**src/rtl/mv_debounce_array.sv**
```systemverilog
// Multi-channel button conditioner: 2-FF synchroniser, millisecond stability filter,
// edge pulses, long-press pulse and auto-repeat, all timed from one shared ms prescaler.
module mv_debounce_array #(
    parameter int unsigned   CH          = 4,
    parameter int unsigned   FREQ        = 27,
    parameter int unsigned   DEBOUNCE_MS = 20,
    parameter int unsigned   LONG_MS     = 1000,
    parameter int unsigned   REPEAT_MS   = 200,
    parameter logic [CH-1:0] ACTIVE_LOW  = {CH{1'b0}}
) (
    input  logic            clk,
    input  logic            rst,
    input  logic [CH-1:0]   button_in,
    output logic [CH-1:0]   button_out,
    output logic [CH-1:0]   button_posedge,
    output logic [CH-1:0]   button_negedge,
    output logic [CH-1:0]   button_long,
    output logic [CH-1:0]   button_repeat,
    // Hold FSM state, 2 bits per channel: 0 = IDLE, 1 = PRESS, 2 = HELD
    output logic [2*CH-1:0] dbg_hold_state
);

    localparam int unsigned T  = FREQ * 1000;
    localparam int unsigned PW = (T > 1) ? $clog2(T) : 1;

    localparam logic [7:0]  DB_C = 8'(DEBOUNCE_MS);
    localparam logic [15:0] LG_C = 16'(LONG_MS);
    localparam logic [15:0] RP_C = 16'(REPEAT_MS);

    typedef enum logic [1:0] {
        ST_IDLE  = 2'd0,
        ST_PRESS = 2'd1,
        ST_HELD  = 2'd2
    } hold_state_t;

    if (CH < 1 || CH > 32 || DEBOUNCE_MS < 1 || DEBOUNCE_MS > 255 ||
        LONG_MS <= DEBOUNCE_MS || LONG_MS > 65535 || REPEAT_MS > 65535) begin : g_bad_params
        $error("mv_debounce_array: parameter out of range");
    end

    // ------------------------------------------------------------------
    // Shared millisecond prescaler
    // ------------------------------------------------------------------
    logic [PW-1:0] pcnt;
    logic          tick;

    assign tick = (pcnt == PW'(T - 1));

    always_ff @(posedge clk) begin
        if (rst) begin
            pcnt <= '0;
        end else if (tick) begin
            pcnt <= '0;
        end else begin
            pcnt <= pcnt + PW'(1);
        end
    end

    // ------------------------------------------------------------------
    // Per-channel conditioning
    // ------------------------------------------------------------------
    for (genvar i = 0; i < CH; i++) begin : g_ch
        logic        s1;
        logic        s2;
        logic        s3;
        logic [7:0]  scnt;
        logic        out_r;
        logic        pos_r;
        logic        neg_r;

        hold_state_t state;
        hold_state_t state_nxt;
        logic [15:0] hcnt;
        logic [15:0] hcnt_nxt;
        logic [15:0] rcnt;
        logic [15:0] rcnt_nxt;
        logic        long_r;
        logic        long_nxt;
        logic        rep_r;
        logic        rep_nxt;

        // The update also requires s2==s3 so a single-cycle glitch arriving while
        // scnt is still saturated cannot slip through before the filter restarts.
        always_ff @(posedge clk) begin
            if (rst) begin
                s1    <= 1'b0;
                s2    <= 1'b0;
                s3    <= 1'b0;
                scnt  <= '0;
                out_r <= 1'b0;
                pos_r <= 1'b0;
                neg_r <= 1'b0;
            end else begin
                s1    <= button_in[i] ^ ACTIVE_LOW[i];
                s2    <= s1;
                s3    <= s2;
                pos_r <= 1'b0;
                neg_r <= 1'b0;
                if (s2 != s3) begin
                    scnt <= '0;
                end else if (tick && scnt != DB_C) begin
                    scnt <= scnt + 8'd1;
                end
                if (s2 == s3 && scnt == DB_C && s2 != out_r) begin
                    out_r <= s2;
                    pos_r <= s2;
                    neg_r <= ~s2;
                end
            end
        end

        always_ff @(posedge clk) begin
            if (rst) begin
                state  <= ST_IDLE;
                hcnt   <= '0;
                rcnt   <= '0;
                long_r <= 1'b0;
                rep_r  <= 1'b0;
            end else begin
                state  <= state_nxt;
                hcnt   <= hcnt_nxt;
                rcnt   <= rcnt_nxt;
                long_r <= long_nxt;
                rep_r  <= rep_nxt;
            end
        end

        // Release outranks any tick landing in the same cycle.
        always_comb begin
            state_nxt = state;
            hcnt_nxt  = hcnt;
            rcnt_nxt  = rcnt;
            long_nxt  = 1'b0;
            rep_nxt   = 1'b0;
            if (!out_r) begin
                state_nxt = ST_IDLE;
                hcnt_nxt  = '0;
                rcnt_nxt  = '0;
            end else begin
                case (state)
                    ST_IDLE: begin
                        state_nxt = ST_PRESS;
                        hcnt_nxt  = '0;
                        rcnt_nxt  = '0;
                    end
                    ST_PRESS: begin
                        if (tick) begin
                            hcnt_nxt = hcnt + 16'd1;
                            if (hcnt + 16'd1 == LG_C) begin
                                long_nxt  = 1'b1;
                                rcnt_nxt  = '0;
                                state_nxt = ST_HELD;
                            end
                        end
                    end
                    ST_HELD: begin
                        if (tick && RP_C != 16'd0) begin
                            if (rcnt + 16'd1 == RP_C) begin
                                rep_nxt  = 1'b1;
                                rcnt_nxt = '0;
                            end else begin
                                rcnt_nxt = rcnt + 16'd1;
                            end
                        end
                    end
                    default: begin
                        state_nxt = ST_IDLE;
                        hcnt_nxt  = '0;
                        rcnt_nxt  = '0;
                    end
                endcase
            end
        end

        assign button_out[i]          = out_r;
        assign button_posedge[i]      = pos_r;
        assign button_negedge[i]      = neg_r;
        assign button_long[i]         = long_r;
        assign button_repeat[i]       = rep_r;
        assign dbg_hold_state[2*i +: 2] = state;
    end

endmodule

```
**config.mk**
```make
export PLATFORM = sky130hd
export DESIGN_NAME = mv_debounce_array
export DESIGN_NICKNAME = d
export VERILOG_FILES = /design/src/rtl/mv_debounce_array.sv
export SDC_FILE = /design/constraint.sdc
export NUM_CORES = 1
export LEC_CHECK = 0
export ABC_AREA = 0
export BUFFER_PORTS_ARGS = -buffer_cell sky130_fd_sc_hd__buf_4
export CORE_UTILIZATION = 57
export CTS_CLUSTER_SIZE = 16
export DETAILED_ROUTE_END_ITERATION = 8
export GPL_TIMING_DRIVEN = 0
export PLACE_DENSITY = 0.86
export SKIP_LAST_GASP = 1
export SYNTH_ARGS = -nofsm -noshare
export SYNTH_HDL_FRONTEND = slang
export SYNTH_SLANG_ARGS = --single-unit
```
**constraint.sdc**
```tcl
create_clock -name clk -period 2.48 [get_ports clk]
set_input_delay 0 -clock clk [delete_from_list [all_inputs] [get_ports clk]]
set_output_delay 0 -clock clk [all_outputs]
set_load 0.02 [all_outputs]
```
=== Yosys cells after proc, flatten, opt, wreduce, memory -nomap -nowiden ===
Cells that the tools add are included.

* $add $sub $neg: 13
* Equality and inequality tests: 49
* Muxes and demuxes: 48
* Bitwise gates (word level): 21
* Reduce and logical (&&, ||, !) cells: 49

{| class="wikitable"
|+ Operators with widths
! operator !! count
|-
| 2-to-1 mux 16 bit || 20
|-
| case mux 16 bit (2 select lines) || 8
|-
| adder 16 x 1 -> 16 bit (second input constant) || 8
|-
| == test 16 x 10 -> 1 bit (second input constant) || 4
|-
| == test 16 x 8 -> 1 bit (second input constant) || 4
|-
| adder 8 x 1 -> 8 bit (second input constant) || 4
|-
| == test 8 x 5 -> 1 bit (second input constant) || 4
|-
| != test 8 x 5 -> 1 bit (second input constant) || 4
|-
| OR reduction 4 bit || 8
|-
| OR reduction 2 bit || 13
|-
| != test 2 bit (second input constant) || 12
|-
| case mux 2 bit (3 select lines) || 4
|-
| AND reduction 3 bit || 8
|-
| inverter 1 bit || 21
|-
| 2-to-1 mux 2 bit || 8
|-
| adder 15 x 1 -> 15 bit (second input constant) || 1
|-
| == test 15 bit (second input constant) || 1
|-
| logical AND 1 bit || 12
|-
| == test 2 x 1 -> 1 bit (second input constant) || 4
|-
| == test 2 bit (second input constant) || 4
|-
| logical NOT 2 bit || 4
|-
| 2-to-1 mux 1 bit || 8
|-
| != test 1 bit || 8
|-
| AND reduction 2 bit || 4
|-
| == test 1 bit || 4
|}

* Bits in registers: 215
* Bits of input ports: 6
* Output and inout bits: 28
* Logic and storage cells: 229

=== Logic depth before layout (Yosys ltp) ===
* Depth after elaboration: 5
* Depth in mapped cells: 11
* Depth with buffers taken out: 9

=== Worst setup path before layout ===
Ideal clock, no wire load.

* Path kind: reg2reg
* From: register g_ch[0].hcnt[0]
* To: register g_ch[0].rcnt[11]
* Setup time: 114 ps
* Arrival time: 2392 ps
* Required time: 2366 ps
* Setup slack: -26 ps
* Stages on the path, launching flop included: 11
* Buffers on the path: 1
* Period minus slack after synthesis: 2506 ps
* Cell sequence: dfxtp_1 > ha_1 > nand3_1 > nor3_1 > xnor2_1 > o2111ai_1 > nor3_4 > nor2_2 > o21a_4 > buf_6 > a21o_1

* Cells in the longest elaborated chain, start to end: 4

{| class="wikitable"
|+ RTL lines
! item !! RTL line !! RTL
|-
| start: declaration || 73 || <nowiki>logic [15:0] hcnt;</nowiki>
|-
| start signal: assignment || 121 || <nowiki>hcnt <= hcnt_nxt;</nowiki>
|-
| adder 16 x 1 -> 16 bit || 149 || <nowiki>if (hcnt + 16'd1 == LG_C) begin</nowiki>
|-
| == test 16 x 10 -> 1 bit || 149 ||
|-
| != test 2 bit (no source line) || n/a ||
|-
| AND reduction 3 bit (no source line) || n/a ||
|-
| end signal: assignment || 122 || <nowiki>rcnt <= rcnt_nxt;</nowiki>
|-
| end: declaration || 75 || <nowiki>logic [15:0] rcnt;</nowiki>
|}

No other way between the ends.
A chain may end at the register's enable or synchronous reset.

=== Final worst setup path ===
* From: register g_ch[2].rcnt[2]
* To: register g_ch[2].rcnt[15]

* Cells in the longest elaborated chain, start to end: 5

{| class="wikitable"
|+ RTL lines
! item !! RTL line !! RTL
|-
| start: declaration || 75 ||
|-
| start signal: assignment || 122 ||
|-
| adder 16 x 1 -> 16 bit * || 158, 162 ||
|-
| == test 16 x 8 -> 1 bit || 158 || <nowiki>if (rcnt + 16'd1 == RP_C) begin</nowiki>
|-
| 2-to-1 mux 16 bit * || 158 ||
|-
| 2-to-1 mux 16 bit * || 157 || <nowiki>if (tick && RP_C != 16'd0) begin</nowiki>
|-
| case mux 16 bit (2 select lines) * || 140 || <nowiki>case (state)</nowiki>
|}

Mark *: on every way between the ends. The rest lies on a longest branch, timed or not. The select of a mux whose other input is x is not followed.

==> summary.txt <==
Timing
  • Ratio of final minimum period to clock period: 103.4%
  • Final Hold Vio Count: 0
  • Worst-Margin Slew: 0.6345 ns
  • Fin. max-slew vios: 0
  • Fmax: 389.9 MHz
  • Slew margin rel.: roughly 57%
  • Setup tns final: -0.3110 ns
  • RSZ-0062 raised after global routing: yes
  • Fin crit period: between 2 and 3 ns
  • Clock Skew: 0.02431 ns
  • Final-report setup violation count: 9
  • Final setup margin: -0.08496 ns

Critical path
  • Worst path cell trace: nand3_1, or3_1, a21oi_1, o2111ai_1, or4_4, nand3_4, buf_8, nor3_1, a211o_1
  • CP max stage cell: or4_4
  • CP Data Arrival Time: 2.98 ns
  • Critical Path End Type: flip-flop
  • CP Class: reg -> reg
  • CP startpoint kind: flip-flop
  • R2R setup slack: -0.08 ns
  • Worst path max stage delay: ~0.47 ns
  • CP required: roughly 2.9 ns
  • R2R cell count: 9
  • Buf+Inv Stages, Crit Path: 1
  • Setup crit start: g_ch[2].rcnt[2]
  • Reg-to-reg endpoint: g_ch[2].rcnt[15]
  • Reg-to-reg startpoint: g_ch[2].rcnt[2]
  • CP Max Fanout: 8
  • CP top delay family: simple AND/OR/NAND/NOR gates

Global route
  • GRT overflow: 0
  • Antenna violations before repair: 0
  • Vias in the first global route: 10.68k
  • Gr usage total: 27.84%
  • Global-route wire length before repair: 50160 µm
  • Pin count of the biggest net entering global routing: 16

Detailed routing
  • Drt pass-1 iters: 6
  • Via density: between 6 and 7
  • Avg WL per Cell: about 18 µm
  • # DRC: 0
  • Final ANT Viol Nets: 0
  • Via count: ~12k
  • Post-Route WL: ~33000 µm
  • Initial drt markers: 1105

Clock network
  • Clock transition at the registers of the reported paths: approximately 0.060 ns
  • Clk root buf: clkbuf_16
  • H-Tree Level Count: 1
  • Clk sinks: between 200 and 250
  • Max clock buf depth: 3
  • Cts bufs inserted: 24
  • CTS tree: yes
  • Worst-skew pair later-pin latency: 0.54 ns

Power and ir drop
  • Peak VDD IR: 638.8 µV
  • Cell area power density: just under 500 nW/µm²
  • Leakage: roughly 5.3 nW

Run status
  • Run status: finished, violations left
  • Failing checks: setup timing

Floorplanning
  • Die H: approximately 150 µm
  • Core area: slightly above 20000 µm²
  • Die width: ~150 µm
  • Placement row count: between 50 and 60
  • IO Pins: 34
  • Die area: around 21000 µm²
  • Starting Density: 58.15%

Logic synthesis
  • Top post-synthesis cells by area: dfxtp_1 36%, nor2_1 5.0%, nand2_1 4.3%, o21ai_0 3.8%, xor2_1 3.6%
  • EDFF count, synth: 0
  • Post-Syn Area: about 12000 µm²
  • Yosys warns: 0
  • Synth Flop Type: dfxtp_1
  • Area share of the largest cell type after synthesis: a little over a third
  • Synth Instances: 1484
  • Yosys top cell by area: dfxtp_1
  • Syn_nets: 1511
  • Distinct cells, synth: 83
  • Most frequent cells after synthesis: 215 x dfxtp_1, 158 x nor2_1, 134 x nand2_1
  • Sequential area share after synthesis: roughly 36%
  • Top-count cell post-synth: dfxtp_1
  • Share of flip-flops with an asynchronous set or reset: 0%
  • Flops & latches, synth: around 220
  • Syn_area_per_cell: a little under 8 µm²

Layout
  • N_diodes: 0
  • Layout area overhead: 21.69%
  • Nets: 1618
  • Share of cells above drive strength 1: about a fifth
  • Final Util: 70.76%

Min path
  • WHS Path Cells: 3
  • HP Start: button_in[0]
  • Min-delay worst type: in -> reg
  • Sink of the worst hold path: g_ch[0].s1

Job
  • Max cap viols: 0

Place
  • HPWL Detailed: about 20000 µm
  • Port bufs: 33
  • Dpl ws: -1.043 ns
  • Final Wtd Congestion: between 0.9 and 1
cell usage in the layout, fill, tap and decap left out, types with 33 or more instances in the layout:
cell and instances:
a21oi_1 68, buf_4 110, clkbuf_1 34, dfxtp_1 180
nand2_1 129, nand3_1 70, nand4_1 57, nor2_1 151
nor3_1 33, o21ai_0 89, xnor2_1 37, xor2_1 47
cell type report:
class / count / area (µm²)
sequential: 215 / 4378
tap: 270 / 337.8
timing repair buffer: 96 / 760.7
multi-input combinational: 1133 / 7396
buffer: 90 / 570.5
inverter: 31 / 116.4
clock inverter: 15 / 162.7
fill: 1512 / 5936
clock buffer: 27 / 641.9
metal layers:
metal  track usage [%]  part of all wire (%)
met5                 0                     0
met4             13.47                   4.0
met3             3.511                   7.2
met2             47.03                    49
met1             35.13                    40
tightest hold or removal path: stages:
cell and delay (ns):
dlygate4sd3_1 0.52, buf_4 0.09, nor2b_1 0.10
worst max-delay path by stage:
stage,slack (ns),end,depth (start not counted)
3_3_place_gp,-1.08,g_ch[3].state[1],9
2_1_floorplan,0.01,g_ch[2].rcnt[15],9
3_5_place_dp,-1.04,g_ch[3].state[1],9
5_1_grt,-0.23,g_ch[0].rcnt[0],8
4_1_cts,-0.03,g_ch[0].rcnt[12],11
6_report,-0.08,g_ch[2].rcnt[15],9
registers in the layout, indices dropped and copies added (netlist names):
signal       flops
g_ch.hcnt       64
g_ch.long_r      4
g_ch.neg_r       4
g_ch.out_r       4
g_ch.pos_r       4
g_ch.rcnt       64
g_ch.rep_r       4
g_ch.s1          4
g_ch.s2          4
g_ch.s3          4
g_ch.scnt       32
g_ch.state       8
pcnt            15
timing repair:
item | in CTS | in global routing
gates resized for setup | 98 | 110
pin swaps | 21 | 21
hold endpoints to repair | 6 | 0
hold buffers | 5 | 0
endpoints found under the setup margin | 164 | 118
buffers inserted | 32 | 27
logic make-up (layout without fill, tap and decap cells):
kind of cell	Yosys count	in the layout	synth area share, %
and+or+nand+nor	685	685	30.45
AOI/OAI and AO/OA	329	329	17.94
DFF	215	215	36.46
buffers and inverters	136	259	5.512
xor gates and xnor gates	86	86	6.381
adders and majority gates	21	21	2.226
muxes	12	12	1.028
power by group:
part	leakage (nW)	switching, mW	internal [mW]	total [mW]
clock network	0.395	1.52	2.09	3.61
logic	3.14	0.0344	0.0288	0.0632
registers	1.75	0.00970	3.45	3.46
total	5.29	1.56	5.57	7.13
stage by stage:
step                      hold WS, ns  cell area (µm²)  power, mW  instances
after floorplan                0.1282            11810      3.583       1484
after detailed placement       0.2192            12390      3.603       1787
after global placement         0.2149            12390      3.600       1787
after global routing           0.2214            14360      7.313       1877
final                          0.2157            14360      7.132       1877
after CTS                      0.2099            13820      7.167       1857
(Power assumes the default switching activity.)
